### src/rtl/shift_add_seq.sv
// shift_add_seq: sequencer and accumulator for a shift-and-add multiplier.
// Feeds an external ripple-carry add stage with the running upper partial
// product and the multiplicand gated by the current multiplier bit, waits a
// fixed adder latency, then shifts the sum and the recovered carry back into
// {acc, q}. After WIDTH bits the 2*WIDTH-bit product is published together
// with a one-cycle done pulse.
module shift_add_seq #(
    parameter int WIDTH   = 8,
    parameter int ADD_LAT = 1
) (
    input  logic                 clk,
    input  logic                 res,
    input  logic                 start,
    input  logic [WIDTH-1:0]     multiplicand,
    input  logic [WIDTH-1:0]     multiplier,
    input  logic [WIDTH-1:0]     add_sum,
    output logic [WIDTH-1:0]     add_a,
    output logic [WIDTH-1:0]     add_b,
    output logic                 busy,
    output logic                 done,
    output logic [2*WIDTH-1:0]   product
);

    localparam int              BW        = (WIDTH > 1) ? $clog2(WIDTH) : 1;
    localparam logic [BW-1:0]   BCNT_LAST = BW'(WIDTH - 1);
    localparam logic [2:0]      WCNT_LAST = 3'(ADD_LAT);

    typedef enum logic [1:0] {
        IDLE = 2'd0,
        ADD  = 2'd1,
        DONE = 2'd2
    } state_e;

    state_e               state_q;
    logic [WIDTH-1:0]     mcand_q;
    logic [WIDTH-1:0]     acc_q;
    logic [WIDTH-1:0]     q_q;
    logic [BW-1:0]        bcnt_q;
    logic [2:0]           wcnt_q;
    logic                 busy_q;
    logic                 done_q;
    logic [2*WIDTH-1:0]   product_q;

    logic                 carry_s;
    logic [WIDTH-1:0]     acc_d;
    logic [WIDTH-1:0]     q_d;

    // Add-stage operands come straight from registers so they stay stable
    // for the whole wait; the carry is rebuilt from the operand and sum MSBs
    // because the add stage has no carry-out.
    always_comb begin
        add_a   = acc_q;
        add_b   = q_q[0] ? mcand_q : {WIDTH{1'b0}};
        carry_s = (acc_q[WIDTH-1] & add_b[WIDTH-1])
                | ((acc_q[WIDTH-1] ^ add_b[WIDTH-1]) & ~add_sum[WIDTH-1]);
        acc_d   = {carry_s, add_sum[WIDTH-1:1]};
        q_d     = {add_sum[0], q_q[WIDTH-1:1]};
    end

    assign busy    = busy_q;
    assign done    = done_q;
    assign product = product_q;

    // Control FSM and datapath registers; every bit waits the full adder
    // latency so the operation time does not depend on the operands.
    always_ff @(posedge clk or negedge res) begin
        if (!res) begin
            state_q   <= IDLE;
            mcand_q   <= {WIDTH{1'b0}};
            acc_q     <= {WIDTH{1'b0}};
            q_q       <= {WIDTH{1'b0}};
            bcnt_q    <= {BW{1'b0}};
            wcnt_q    <= 3'd0;
            busy_q    <= 1'b0;
            done_q    <= 1'b0;
            product_q <= {(2*WIDTH){1'b0}};
        end else begin
            case (state_q)
                IDLE, DONE: begin
                    done_q <= 1'b0;
                    if (start) begin
                        mcand_q <= multiplicand;
                        q_q     <= multiplier;
                        acc_q   <= {WIDTH{1'b0}};
                        bcnt_q  <= {BW{1'b0}};
                        wcnt_q  <= 3'd0;
                        busy_q  <= 1'b1;
                        state_q <= ADD;
                    end else begin
                        busy_q  <= 1'b0;
                        state_q <= IDLE;
                    end
                end
                ADD: begin
                    if (wcnt_q != WCNT_LAST) begin
                        wcnt_q <= wcnt_q + 3'd1;
                    end else begin
                        wcnt_q <= 3'd0;
                        acc_q  <= acc_d;
                        q_q    <= q_d;
                        if (bcnt_q == BCNT_LAST) begin
                            bcnt_q    <= {BW{1'b0}};
                            product_q <= {acc_d, q_d};
                            busy_q    <= 1'b0;
                            done_q    <= 1'b1;
                            state_q   <= DONE;
                        end else begin
                            bcnt_q <= bcnt_q + BW'(1);
                        end
                    end
                end
                default: begin
                    busy_q  <= 1'b0;
                    done_q  <= 1'b0;
                    state_q <= IDLE;
                end
            endcase
        end
    end

endmodule

### config.mk
export PLATFORM = sky130hd
export DESIGN_NAME = shift_add_seq
export DESIGN_NICKNAME = d
export VERILOG_FILES = /design/src/rtl/shift_add_seq.sv
export SDC_FILE = /design/constraint.sdc
export NUM_CORES = 1
export LEC_CHECK = 0
export CORE_MARGIN = 2
export CORE_UTILIZATION = 51
export CTS_CLUSTER_DIAMETER = 150
export DETAILED_ROUTE_END_ITERATION = 16
export PLACE_DENSITY = 0.95
export RECOVER_POWER = 100
export SYNTH_ARGS = -nofsm -noshare
export SYNTH_HDL_FRONTEND = slang
export SYNTH_SLANG_ARGS = --single-unit
### constraint.sdc
create_clock -name clk -period 4.6 [get_ports clk]
set_clock_uncertainty 0.2 [all_clocks]
set_input_delay 1.38 -clock clk [delete_from_list [all_inputs] [get_ports clk]]
set_output_delay 1.38 -clock clk [all_outputs]
set_load 0.01 [all_outputs]
==> impl_metrics.csv, run 1 <==
group,metric,value,unit
clocking,path_clk_slew,0.08,ns
sta,rsz0062_at_grt,"no",
synth,yosysUniqueCellTypes,23,
global_route,track_usage,19.4,%
sta,tns,0,ns
detailed_routing,drc,0,
global_route,grt_pass1_vias,1444,
clocking,cts_resized,0,
power,power_density,651,mW/mm²
critical_path,r2r-start,"done",
placed_design,post-dp-hpwl,2920,µm
critical_path,path_max_fanout,14,
synth,yosys.area.top_type,"dfrtp_1",
clocking,h-tree-depth,2,
final_layout,final_util,70.8,%
floorplanning,row_count,23,
sta,max_freq,0.310,GHz
clocking,cts_tree,"done",
global_route,grt.overflow.total,0,
critical_path,reg2reg_to,"q_q[5]",
sta,worst_slack,1.37,ns
synth,synth_seq_area_share,56.9,%
global_route,grt_max_degree,50,
critical_path,required,4.58,ns
sta,maxSlewHeadroom,9.83,%
clocking,insertion_delay,0.30,ns
clocking,ctsHoldBuffers,0,
placed_design,portBuffers,60,
sta,maxSlewViolCount,0,
clocking,cts_buffers,5,
detailed_routing,drt-pass1-iter-count,4,
clocking,clock_sinks,49,
critical_path,arrival,3.21,ns
synth,ys.flop_type,"dfrtp_1",
synth,synth-edff-count,0,
detailed_routing,drt_iter0_markers,55,
power,p_leak,1.30,nW
clocking,cts.path.max_buffers,2,
floorplanning,core-area,0.00403,mm²
synth,synth-seq-cells,49,
synth,synthTopCellsByArea,"dfrtp_1, mux2_2, mux2i_1, and2_1, inv_1",
placed_design,gp_congestion,0.708,
critical_path,critPathLaunchType,"input pin",
critical_path,max_stage_delay,0.56,ns
floorplanning,dieArea,0.00476,mm²
detailed_routing,avgRoutedWirePerCell,15.0,µm
power,ir_worst_vdd,0.417,mV
floorplanning,io_pins,61,
synth,async_flop_share,100,%
run,maxCapViolCount,0,
clocking,cts_setup_buffers,0,
critical_path,ff2ff_setup_slack,2.06,ns
critical_path,crit_path_top_delay_cell,"dlygate4sd3_1",
critical_path,crit_family,"buffers and inverters",
synth,synthCells,164,
sta,hold_violations,0,
critical_path,reg2regPathDepth,3,
final_layout,drive_gt1_share,21.4,%
sta,min_period,3.23,ns
hold_path,worstHoldStart,"mcand_q[4]",
detailed_routing,ant_nets,0,
synth,synth_area,0.00215,mm²
sta,tightest_slew,1.34,ns
hold_path,min_to,"mcand_q[4]",
clocking,root_buffer,"clkbuf_8",
final_layout,diodes,0,
detailed_routing,vias_per_cell,5.16,
hold_path,min_path_cells,1,
critical_path,critical_path.cell_chain,"dlygate4sd3_1, nand2b_1, clkbuf_1, mux2_2",
sta,final-setup-viol-count,0,
critical_path,cp-end-kind,"register",
sta,fin_crit_sh,70.2,%
final_layout,fill_cells,300,
global_route,grt_pass1_wl,6600,µm
critical_path,path_buf_inv,2,
critical_path,path_class,"in2reg",
final_layout,area_delta_synth_final,32.4,%
synth,syn_avg_cell_area,13.1,µm²
global_route,antenna_found_initial,0,
placed_design,pre_cts_slack,1.37,ns
hold_path,min_path_type,"reg2reg",
synth,ys_warn_count,0,
floorplanning,die_x,69.0,µm
synth,syn_nets,194,
floorplanning,die_h,69.0,µm
final_layout,nets,254,
detailed_routing,num_vias,1414,
run_status,outcome,"finished clean",
floorplanning,start_util,53.4,%
synth,synth_top_area_share,56.9,%
detailed_routing,finalWirelength,4110,µm
sta,fin_hold_ws,0.301,ns
-- worst max path at each step --
| stage | endpoint | cells after the start | start |
|---|---|---|---|
| after floorplan | mcand_q[2] | 4 | start |
| after global placement | mcand_q[0] | 4 | start |
| after detailed placement | mcand_q[2] | 4 | start |
| after CTS | add_b[7] | 2 | q_q[0] |
| after global routing | mcand_q[2] | 4 | start |
| final | mcand_q[2] | 4 | start |
-- logic make-up after synthesis --
logic type	after synthesis	share of synthesized area [%]
multiplexers	52	26.5
flip-flops	49	56.9
AO/OA/AOI/OAI	8	2.79
AND/OR/NAND/NOR	31	8.08
buffers and inverters	21	3.95
adder cells (fa/ha/maj)	3	1.74
-- worst register-to-register path: stages (launching register included) --
cell      delay [ns]
dfrtp_1         0.41
nand2b_1        0.27
o31ai_1         1.11
mux2_2          0.43
-- state kept, by name, summed over array words and instances, names as in the netlist --
register,cells
wcnt_q,3
bcnt_q,3
done,1
busy,1
mcand_q,8
product,16
q_q,8
state_q,1
add_a,8
-- through the flow --
step | cells | power (mW) | instance area, µm²
2_1_floorplan | 164 | 1.27 | 2150
5_1_grt | 274 | 1.99 | 2850
3_3_place_gp | 267 | 1.65 | 2790
6_report | 274 | 1.86 | 2850
3_5_place_dp | 267 | 1.70 | 2790
4_1_cts | 274 | 1.95 | 2870
-- Yosys cell counts (2+ instances only) --
library cell	count
a21oi_1	3
and2_1	8
buf_2	5
clkbuf_1	2
dfrtp_1	49
ha_1	3
inv_1	13
mux2_2	39
mux2i_1	12
nand2_1	11
nand2b_1	3
nand3_1	2
nor3_1	2
nor3b_1	2
o21ai_0	2
-- cells in the final DEF, fill, tap and decap left out, drive strengths merged, types with 2 or more instances in the layout --
| cell type | instances |
|---|---|
| nor3b | 2 |
| clkdlybuf4s50 | 24 |
| nor3 | 2 |
| mux2 | 40 |
| nand2 | 11 |
| and2 | 8 |
| dlygate4sd3 | 35 |
| dfrtp | 49 |
| nand2b | 3 |
| nand3 | 3 |
| ha | 3 |
| o21ai | 2 |
| a21oi | 3 |
| mux2i | 12 |
| clkbuf | 8 |
| o31ai | 2 |
| inv | 13 |
-- report_power, final --
| part | switching (mW) | total (mW) | leakage, nW | internal, mW |
|---|---|---|---|---|
| Sequential | 0.115 | 0.752 | 0.586 | 0.638 |
| Clock | 0.128 | 0.248 | 0.0443 | 0.119 |
| Combinational | 0.357 | 0.857 | 0.671 | 0.499 |
| Total | 0.601 | 1.86 | 1.30 | 1.26 |
-- metal layers --
metal / global-route usage, % / vias up / part of all wire, %
li1: - / 677 / -
met1: 23.1 / 695 / 41
met2: 33.2 / 37 / 52
met3: 5.68 / 5 / 5.6
met4: 7.35 / 0 / 1.4
met5: 0 / - / 0
-- cell type report --
cell class              count  area, µm²  area share, %
clock buffers               7       86.3           3.03
inverters                  13       48.8           1.71
multi-input cells          94        828           29.0
flip-flops and latches     49       1230           43.0
well taps                  50       62.6           2.19
repair buffers             61        599           21.0
Power figures use the tool's default switching activity.
==> run 2, diff against run 1 <==
Settings changed: CORE_UTILIZATION 51 to 43, PLACE_DENSITY 0.95 to 0.87.
Clock period 4.6 ns to 2.8 ns, I/O delays scaled along.
==> run 2 against run 1 <==
  * Sequential share of layout area down 1.2 points
  * Sequential cell count unchanged
  * Core utilization down 9.5 points
  * Critical endpoint is now add_b[7]
  * Die area up 17%
  * Sequential power up 64%
  * Worst hold slack worse by 0.13 ns
  * Power up 70%
  * Register-to-register slack worse by 1.4 ns
==> impl_metrics.csv, run 2 (synthesized netlist as in run 1, its figures left out) <==
group,metric,value,unit
final_layout,area_delta_synth_final,36.2,%
floorplanning,core-area,0.00479,mm²
final_layout,layout_common_cells,"dfrtp_1, mux2_2, dlygate4sd3_1",
floorplanning,row_count,25,
global_route,grt_pass1_wl,6490,µm
floorplanning,die_h,74.8,µm
detailed_routing,drt-pass1-iter-count,4,
floorplanning,dieArea,0.00559,mm²
critical_path,crit_family,"buffers and inverters",
floorplanning,start_util,45.0,%
final_layout,largest_reg_flops,16,
critical_path,path_max_fanout,9,
global_route,grt_max_degree,27,
clocking,clock_sinks,49,
clocking,cts_resized,0,
final_layout,diodes,0,
placed_design,portBuffers,60,
final_layout,final_util,61.3,%
detailed_routing,drc,0,
floorplanning,die_x,74.8,µm
clocking,root_buffer,"clkbuf_8",
sta,tns,0,ns
final_layout,final_common_cell,"dfrtp_1",
sta,rsz0062_at_grt,"no",
power,power_density,1080,mW/mm²
sta,fin_hold_ws,0.174,ns
final_layout,drive_gt1_share,22.2,%
clocking,h-tree-depth,2,
power,p_leak,1.33,nW
critical_path,path_buf_inv,1,
critical_path,path_class,"reg2out",
power,power_frac_comb,44.5,%
power,seq_power_share,39.1,%
critical_path,arrival,1.54,ns
final_layout,fill_cells,400,
critical_path,critical_path.cell_chain,"and2_1, dlygate4sd3_1",
sta,worst_slack,0.222,ns
power,p_clk_share,16.3,%
run_status,outcome,"finished clean",
hold_path,min_path_type,"in2async",
clocking,cts_tree,"done",
detailed_routing,ant_nets,0,
clocking,cts.path.max_buffers,2,
clocking,path_clk_slew,0.08,ns
clocking,ctsHoldBuffers,0,
sta,maxSlewViolCount,0,
power,swShare,31.1,%
detailed_routing,avgRoutedWirePerCell,13.3,µm
power,ir_worst_vdd,0.710,mV
clocking,cts_setup_buffers,0,
run,maxCapViolCount,0,
sta,maxSlewHeadroom,10.9,%
sta,fin_crit_sh,92.1,%
placed_design,gp_congestion,0.701,
critical_path,cp-end-kind,"output port",
power,internal_power,2.17,mW
global_route,track_usage,15.7,%
critical_path,required,1.76,ns
detailed_routing,num_vias,1402,
detailed_routing,vias_per_cell,4.72,
global_route,antenna_found_initial,0,
floorplanning,io_pins,61,
sta,final-setup-viol-count,0,
global_route,grt_pass1_vias,1385,
placed_design,pre_cts_slack,0.490,ns
clocking,cts_buffers,5,
critical_path,max_stage_delay,0.61,ns
critical_path,crit_path_top_delay_cell,"dlygate4sd3_1",
detailed_routing,drt_iter0_markers,36,
global_route,grt.overflow.total,0,
detailed_routing,finalWirelength,3960,µm
sta,min_period,2.58,ns
sta,tightest_slew,1.34,ns
critical_path,critPathLaunchType,"register",
placed_design,post-dp-hpwl,2870,µm
sta,hold_violations,0,
final_layout,nets,259,
sta,max_freq,0.388,GHz
power,p_switching,0.980,mW
clocking,insertion_delay,0.29,ns
==> run 2: cell count changes in the layout (fill, tap and decap cells not counted), sizes merged <==
cell | previous run | this run
bufinv | 0 | 1
clkbuf | 8 | 12
buf | 1 | 2
==> run 2: path summary, 6_finish.rpt <==
check | from | endpoint | slack [ns] | cells past startpoint
worst min-delay path | res | product[6] | 0.17 | 1
min in group clk | product[0] | product[0] | 0.30 | 1
max in group asynchronous | res | bcnt_q[0] | 0.73 | 2
worst max register to register | bcnt_q[0] | product[9] | 0.62 | 4
worst min register to register | product[0] | product[0] | 0.30 | 1
worst max-delay path | q_q[0] | add_b[7] | 0.22 | 2
==> run 2: cell type report <==
cell class / instances / area [µm²] / share of cell area [%]
flip-flops and latches: 49 / 1230 / 41.8
multi-input cells: 94 / 833 / 28.4
repair buffers: 66 / 624 / 21.3
clock buffers: 7 / 86.3 / 2.94
well taps: 67 / 83.8 / 2.86
inverters: 13 / 48.8 / 1.66
clock inverters: 1 / 30.0 / 1.02
==> run 2: stage by stage <==
stage / cell area [µm²] / std cells / power [mW]
after floorplan: 2150 / 164 / 2.09
after global placement: 2850 / 289 / 2.75
after detailed placement: 2850 / 289 / 2.80
after CTS: 2960 / 297 / 3.32
after global routing: 2930 / 297 / 3.38
final: 2930 / 297 / 3.15
==> run 2: worst reg2reg max path: stages (launching register included) <==
cell and delay [ns]:
dfrtp_1 0.40, ha_1 0.20, ha_1 0.21, nand3_1 0.64, mux2_2 0.42
==> run 2: per-layer routing <==
| layer | vias to the layer above | global-route usage (%) | routed length, µm |
|---|---|---|---|
| li1 | 683 | - | - |
| met1 | 673 | 21.5 | 1670 |
| met2 | 44 | 23.8 | 1980 |
| met3 | 2 | 4.42 | 266 |
| met4 | 0 | 5.95 | 36 |
| met5 | - | 0 | 0 |
==> run 2: power by group through the flow <==
stage	Sequential [mW]	Clock, mW	Combinational (mW)
final	1.23	0.515	1.40
after global routing	1.29	0.555	1.54
after CTS	1.25	0.526	1.55
after detailed placement	1.26	0	1.54
after global placement	1.24	0	1.50
after floorplan	1.30	0	0.789
